$ cat src/rtl/indicator_pkg.sv
// Shared encodings for the indicator bank: LED channel modes and the
// seven-segment glyph table (active-high, gfedcba).
package indicator_pkg;

  typedef enum logic [1:0] {
    MODE_OFF   = 2'b00,
    MODE_ACT   = 2'b01,
    MODE_ON    = 2'b10,
    MODE_BLINK = 2'b11
  } mode_e;

  // Indexed by nibble value; outputs are inverted at the pins.
  localparam logic [6:0] SEG_TAB [16] = '{
    7'h3f, 7'h06, 7'h5b, 7'h4f, 7'h66, 7'h6d, 7'h7d, 7'h07,
    7'h7f, 7'h6f, 7'h77, 7'h7c, 7'h39, 7'h5e, 7'h79, 7'h71
  };

  localparam logic [6:0] SEG_BLANK = 7'h7f;

endpackage

$ cat src/rtl/act_stretch.sv
// One activity channel: latches evt until the next clk_en tick, then
// (re)loads a hold counter that keeps act high for max(stretch,1) ticks.
module act_stretch #(
  parameter int STRETCH_W = 16
) (
  input  logic                 clk,
  input  logic                 rst,
  input  logic                 clk_en,
  input  logic                 evt,
  input  logic [STRETCH_W-1:0] stretch,
  output logic                 act
);

  logic                 pend_q, pend_d;
  logic [STRETCH_W-1:0] cnt_q, cnt_d;
  logic [STRETCH_W-1:0] load_val;

  always_comb begin
    load_val = (stretch == '0) ? STRETCH_W'(1) : stretch;
    pend_d   = pend_q | evt;
    cnt_d    = cnt_q;
    if (clk_en) begin
      // evt coincident with the tick counts for this tick, not the next
      pend_d = 1'b0;
      if (pend_q | evt) begin
        cnt_d = load_val;
      end else if (cnt_q != '0) begin
        cnt_d = cnt_q - 1'b1;
      end
    end
  end

  always_ff @(posedge clk or posedge rst) begin
    if (rst) begin
      pend_q <= 1'b0;
      cnt_q  <= '0;
    end else begin
      pend_q <= pend_d;
      cnt_q  <= cnt_d;
    end
  end

  assign act = (cnt_q != '0);

endmodule

$ cat src/rtl/indicator_bank.sv
// LED channel drivers (off/activity/solid/blink) plus a registered hex display.
// Define INDICATOR_BANK_BLINK_EN to build the blink divider; otherwise blink == solid.
module indicator_bank
  import indicator_pkg::*;
#(
  parameter int NCH       = 8,
  parameter int STRETCH_W = 16,
  parameter int BLINK_W   = 22,
  parameter int NDIG      = 4
) (
  input  logic                 clk,
  input  logic                 rst,
  input  logic                 clk_en,
  input  logic [NCH-1:0]       evt,
  input  logic [2*NCH-1:0]     mode,
  input  logic [STRETCH_W-1:0] stretch,
  input  logic [4*NDIG-1:0]    value,
  input  logic                 blank_lz,
  output logic [NCH-1:0]       led,
  output logic [7*NDIG-1:0]    hex
);

  logic [NCH-1:0]    act;
  logic              blink_phase;
  logic [NCH-1:0]    led_q, led_d;
  logic [7*NDIG-1:0] hex_q, hex_d;
  logic              lead;
  logic [3:0]        nib;

  for (genvar g = 0; g < NCH; g++) begin : g_ch
    act_stretch #(.STRETCH_W(STRETCH_W)) u_act (
      .clk     (clk),
      .rst     (rst),
      .clk_en  (clk_en),
      .evt     (evt[g]),
      .stretch (stretch),
      .act     (act[g])
    );
  end

`ifdef INDICATOR_BANK_BLINK_EN
  logic [BLINK_W-1:0] blink_q, blink_d;

  always_comb begin
    blink_d = clk_en ? blink_q + 1'b1 : blink_q;
  end

  always_ff @(posedge clk or posedge rst) begin
    if (rst) blink_q <= '0;
    else     blink_q <= blink_d;
  end

  assign blink_phase = blink_q[BLINK_W-1];
`else
  // No divider: blink mode degenerates to solid on.
  assign blink_phase = 1'b1 | (BLINK_W == 0);
`endif

  always_comb begin
    led_d = led_q;
    if (clk_en) begin
      for (int i = 0; i < NCH; i++) begin
        case (mode[2*i +: 2])
          MODE_OFF:   led_d[i] = 1'b0;
          MODE_ACT:   led_d[i] = act[i];
          MODE_ON:    led_d[i] = 1'b1;
          MODE_BLINK: led_d[i] = blink_phase;
        endcase
      end
    end
  end

  // Scan from the top digit; lead stays set until a nonzero nibble is seen.
  always_comb begin
    hex_d = hex_q;
    lead  = 1'b1;
    nib   = 4'h0;
    if (clk_en) begin
      for (int d = NDIG - 1; d >= 0; d--) begin
        nib = value[4*d +: 4];
        if (nib != 4'h0) lead = 1'b0;
        if (blank_lz && lead && (d != 0)) hex_d[7*d +: 7] = SEG_BLANK;
        else                              hex_d[7*d +: 7] = ~SEG_TAB[nib];
      end
    end
  end

  always_ff @(posedge clk or posedge rst) begin
    if (rst) begin
      led_q <= '0;
      hex_q <= {NDIG{SEG_BLANK}};
    end else begin
      led_q <= led_d;
      hex_q <= hex_d;
    end
  end

  assign led = led_q;
  assign hex = hex_q;

endmodule

$ cat config.mk
export PLATFORM = sky130hd
export DESIGN_NAME = indicator_bank
export DESIGN_NICKNAME = d
export VERILOG_FILES = /design/src/rtl/indicator_pkg.sv /design/src/rtl/act_stretch.sv /design/src/rtl/indicator_bank.sv
export SDC_FILE = /design/constraint.sdc
export NUM_CORES = 1
export LEC_CHECK = 0
export BUFFER_PORTS_ARGS = -buffer_cell sky130_fd_sc_hd__buf_2
export CORE_ASPECT_RATIO = 0.5
export CORE_MARGIN = 2
export CORE_UTILIZATION = 61
export DETAILED_ROUTE_END_ITERATION = 8
export PLACE_DENSITY = 0.93
export SLEW_MARGIN = 10
export SYNTH_ARGS = -nofsm -noshare
export SYNTH_HDL_FRONTEND = slang
export SYNTH_HIERARCHICAL = 1
export SYNTH_SLANG_ARGS = --single-unit
$ cat constraint.sdc
create_clock -name clk -period 2.88 [get_ports clk]
set_clock_uncertainty 0.2 [all_clocks]
set_input_delay 0.144 -clock clk [delete_from_list [all_inputs] [get_ports clk]]
set_output_delay 0.144 -clock clk [all_outputs]
set_load 0.05 [all_outputs]
Word-level counts from Yosys, hierarchy flattened
Memory sizes are Yosys's and may differ from the RTL's.
Cells that the tools add are included.
Storage, ports and cells
  register bits: 172
  ROM bits: 448
  bits of input ports: 60
  output and inout port bits: 36
  logic and storage cells: 171
  memories kept: 4
Memory list
  (no name shown): words 16, bits a word 7, rd ports 1, clocked after memory_dff 0, wr ports 0, RTL line indicator_bank.sv:83  | else hex_d[7*d +: 7] = ~SEG_TAB[nib];
  (no name shown): words 16, bits a word 7, rd ports 1, clocked after memory_dff 0, wr ports 0, RTL line indicator_bank.sv:83
  (no name shown): words 16, bits a word 7, rd ports 1, clocked after memory_dff 0, wr ports 0, RTL line indicator_bank.sv:83
  (no name shown): words 16, bits a word 7, rd ports 1, clocked after memory_dff 0, wr ports 0, RTL line indicator_bank.sv:83
Operators by class
  add/subtract/negate cells: 8
  magnitude comparators: 4
  equal/unequal tests: 24
  mux-type cells: 50
  bitwise operators: 16
  reductions and logical operators: 47
Operators with widths (number)
  $mux 16: 17
  $reduce_bool 16->1: 8
  $sub 16x1->16 const B: 8
  $mux 7: 11
  $eq 2x2->1 const B: 16
  $not 7->7: 4
  $pmux 1 s3: 8
  $ge 5x5->1 const B: 4
  $not 4->5: 4
  $eq 2x1->1 const B: 8
  $logic_not 16->1: 1
  $logic_not 2->1: 8
  $reduce_and 2->1: 8
  $reduce_bool 2->1: 8
  $reduce_or 2->1: 8
  $mux 1: 14
  $reduce_bool 4->1: 3
  $or 1x1->1: 8
  $logic_and 1x1->1: 3

Longest topological paths before layout
  depth after elaboration: 9
  depth in mapped cells: 8

Hierarchy
Netlist, hierarchy kept.
Modules (own cells, without submodules)
  act_stretch: instances 8, cells each 133, area an instance 1156.1 um^2, seq. area each 425.4 um^2
  indicator_bank: instances 1, cells each 254, area an instance 2462.4 um^2, seq. area each 935.9 um^2

Least setup slack after synthesis
Ideal clock, no wire load.
  path type: flip-flop to flip-flop
  start point: reg g_ch[0].u_act.cnt_q[0]
  end point: reg g_ch[0].u_act.cnt_q[14]
  setup time: 0.142 ns
  arrival time: 2.130 ns
  required time: 2.538 ns
  slack: 0.408 ns
  cell stages (with the launch flop): 9
  buffers on the path: 2
  cells stage by stage: dfrtp_1 > inv_1 > ha_1 > or3b_1 > buf_2 > or4_1 > buf_2 > o311ai_0 > o211ai_1
Between the ends
  cells in the longest elaborated chain, start to end: 3
  elaborated cells on any way between the ends: 6
  classes of those cells: add/sub (1); mux (2); reduce/logical (3)
Ends and longest elaborated chain
  from (decl): RTL line act_stretch.sv:15  | logic [STRETCH_W-1:0] cnt_q, cnt_d;
  from (signal assigned): RTL line act_stretch.sv:39  | cnt_q <= cnt_d;
  $sub 16x1->16 / $reduce_bool 16->1 (equally long branches): RTL line act_stretch.sv:28, act_stretch.sv:27
  $mux 16 / $reduce_bool 2->1 (equally long branches)
  $mux 16 / $reduce_and 2->1 (equally long branches)
Parallel ways exist; a longest one is shown, timed or not. The select of a mux whose other input is x is not followed.
A chain may end at the register's enable or synchronous reset.

Final worst setup path
  start point: reg g_ch[5].u_act.cnt_q[0]
  end point: reg g_ch[5].u_act.cnt_q[14]
Between the ends
  cells in the longest elaborated chain, start to end: 3
  elaborated cells on any way between the ends: 6
  classes of those cells: add/sub (1); mux (2); reduce/logical (3)
Ends and longest elaborated chain (RTL line)
  from (decl): act_stretch.sv:15
  from (signal assigned): act_stretch.sv:39
  $sub 16x1->16 / $reduce_bool 16->1 (equally long branches): act_stretch.sv:28, act_stretch.sv:27
  $mux 16 / $reduce_bool 2->1 (equally long branches)
  $mux 16 / $reduce_and 2->1 (equally long branches)
Parallel ways exist; a longest one is shown, timed or not. The select of a mux whose other input is x is not followed.

==> results.cfg <==
[floorplan]
chipHeight_um = 102
die_w_um = 200
rows = 35
io_pins = 96
start_util_pct = 62.9
dieArea_sq_um = 20400
core_sq_um = 18600

[power]
power.leakage_nw = 5.32
peakVddDrop_v = 0.000458
p_per_area_nw_per_um2 = 555

[synthesis]
syn_avg_cell_area_sq_um = 8.89
synth_warnings = 6
async_flop_share_pct = 100
syn-num-nets = 1410
ys_ff_latch = 172
netlist_instances = 1318
seq_area_frac_synth_pct = 37.1
ys_types = 69
synthFlopType = dfrtp_1
synth_edf_count = 0
synth_area_sq_um = 11700

[sta]
rsz0062_at_grt = no
hold_viol = 0
setup_viol = 0
worst_pin_slew_ps = 950
layout_setup_ws_ps = 148
finalCritPeriodShare_pct = 94.9
slew_violations = 0
timing.fmax_ghz = 0.366
fin_crit_ps = 2730
fin_setup_tns_ps = 0
max-slew-margin-rel_pct = 36.7

[worst_setup_path]
cp.arrival_ps = 2830
cp.required_ps = 2970
critPathLaunchType = flop
path_cells = inv_1 > ha_1 > or3b_1 > or4_1 > o311ai_0 > o211ai_1
crit_slowest_cell = or4_1
slowest_delay_ps = 700
cp_max_fo = 9
worst_setup_path_end_kind = flop
crit_type = flop to flop

[drt]
detail_route.wl_per_cell_um = 22.0
ant_nets = 0
drcViolationCount = 0
routed_wl_mm = 37.8
drtIter0Drc = 1435
drt_pass1_iterations = 6
vias_per_cell = 7.23
vias = 12400

[global_route]
grt_max_degree = 56
grt-ovfl-total = 0
grt.total_usage_pct = 38.6
grt_pass1_wl_mm = 61.9
grt_pass1_vias = 12200
antenna_found_initial = 0

[clock_tree]
ctsRootBufferMaster = clkbuf_16
cts.clk_slew.worst_paths_ps = 70
ctsHtreeMaxLevel = 4
cts_tree = done
clock_path_buffers = 2
cts_num_sinks = 172
post_cts.repair.setup_buffers = 0
worst_skew_pair.late_latency_ps = 450
cts_buffers = 17

[placed_design]
dp_cells = 1629
place_ws_ps = 154
port_buffers = 95
hpwl_mm = 22.5
place_congestion = 0.943

[final_layout]
drive_gt1_share_pct = 20.5
area_growth_pct = 16.9
final_nets = 1536
instances_no_fill = 1717

[hold_path]
worstHoldPathType = input pin to flop

[job]
cap_violations = 0

[outcome]
status = finished, final reports clean
## metal layers
metal	GRT usage (%)	part of all wire, %	vias to the layer above
met1	47.2	36	5847
met2	62.8	46	951
met4	21.6	5.2	0
met5	0	0	-
met3	10.6	13	214
li1	-	-	5400
## synth_stat cells, drive strengths merged, types with 9 or more instances
library cell	n	area (sq um)
or2	17	106
nor4	56	400
nor3	65	325
a31oi	19	119
inv	50	188
nor3b	10	86.3
o211ai	35	263
a21oi	78	390
clkbuf	60	225
or4	32	300
a32oi	10	87.6
nand2	115	434
dfstp	28	736
o22ai	16	100
o2bb2ai	24	210
o21ai	69	375
mux2i	13	130
ha	32	400
o41ai	40	350
a221oi	16	140
a22o	40	360
nand3b	13	97.6
o221ai	24	210
a2bb2oi	10	87.6
buf	37	199
a22oi	10	75.1
dfrtp	144	3600
or3	57	377
o31a	9	78.8
nor2	86	323
## where the power goes
group / internal [mW] / leakage, nW / switching [mW]
clock: 1.48 / 0.306 / 1.04
sequential: 2.78 / 2.01 / 0.364
combinational: 0.722 / 3.00 / 1.21
## final timing paths
| path | from | slack, ps | depth (start not counted) | endpoint |
|---|---|---|---|---|
| setup reg to reg | g_ch[5].u_act/cnt_q[0] | 150 | 6 | g_ch[5].u_act/cnt_q[14] |
| max in group asynchronous | rst | 1720 | 3 | g_ch[2].u_act/cnt_q[3] |
| setup / recovery | g_ch[5].u_act/cnt_q[0] | 150 | 6 | g_ch[5].u_act/cnt_q[14] |
| hold / removal | value[1] | 20 | 4 | hex[4] |
| hold reg to reg | hex[17] | 290 | 2 | hex[17] |
| min in group asynchronous | rst | 290 | 3 | g_ch[1].u_act/cnt_q[13] |
## area by class of cell
class	instances	area [sq um]
Antenna cell	1	2.50
Clock buffer	18	439
Clock inverter	14	194
Fill cell	1253	4920
Inverter	58	218
Multi-Input combinational cell	991	6740
Sequential cell	172	4340
Tap cell	259	324
Timing Repair Buffer	204	1430
## through the flow
step | power (mW) | hold slack [ps] | utilization (%) | instance area [sq um]
4_1_cts | 7.51 | 1.37 | 73.5 | 13700
5_1_grt | 7.91 | 31.5 | 73.6 | 13700
6_report | 7.59 | 20.5 | 73.6 | 13700
2_1_floorplan | 4.37 | -130 | - | 11700
3_3_place_gp | 4.81 | 200 | 67.1 | 12500
3_5_place_dp | 4.93 | 198 | 67.1 | 12500
## critical path: cells and delay by family (launching register included)
kind	cells	cell delay, ps
AOI/OAI and AO/OA	2	590
adders and majority gates	1	200
buffers and inverters	1	100
DFF	1	390
and+or+nand+nor	2	1100
## flip-flops by register name (all words and copies together), names as in the netlist
signal and cells:
g_ch.u_act/pend_q 8, hex 28, led 8, g_ch.u_act/cnt_q 128
## logic make-up (layout without fill, tap and decap cells)
group	Yosys count	count (layout)	share of synthesized area [%]
and+or+nand+nor	490	490	23.6
DFF	172	172	37.1
adders and majority gates	32	32	3.42
other	0	1	0
AOI/OAI and AO/OA	446	446	28.1
buffers and inverters	155	294	5.48
muxes	23	23	2.36
## cell usage in the layout (no fill, tap or decap), types with 9 or more instances in the layout
cell / instances
dfrtp_1: 144
nand2_1: 114
buf_2: 94
nor2_1: 86
a21oi_1: 78
nor3_1: 65
o21ai_0: 58
buf_4: 55
dlygate4sd3_1: 55
inv_1: 49
nor4_1: 48
or3_1: 41
o41ai_1: 40
o211ai_1: 35
ha_1: 32
a22o_1: 32
dfstp_2: 28
o221ai_1: 24
o2bb2ai_1: 24
a31oi_1: 19
or4_4: 19
or2_2: 17
clkbuf_16: 17
or3_2: 16
a221oi_1: 16
o22ai_1: 16
mux2i_1: 13
nand3b_1: 13
or4_1: 13
a32oi_1: 10
a2bb2oi_1: 10
a22oi_1: 10
nor3b_1: 9
o31a_1: 9
## what timing repair did
item | 4_1_cts | 5_1_grt
resized for setup | 0 | 3
hold buffers | 55 | 0
setup endpoints to repair | 0 | 3
hold endpoints to repair | 183 | 0
No activity file was read; power rests on OpenSTA's default activity.
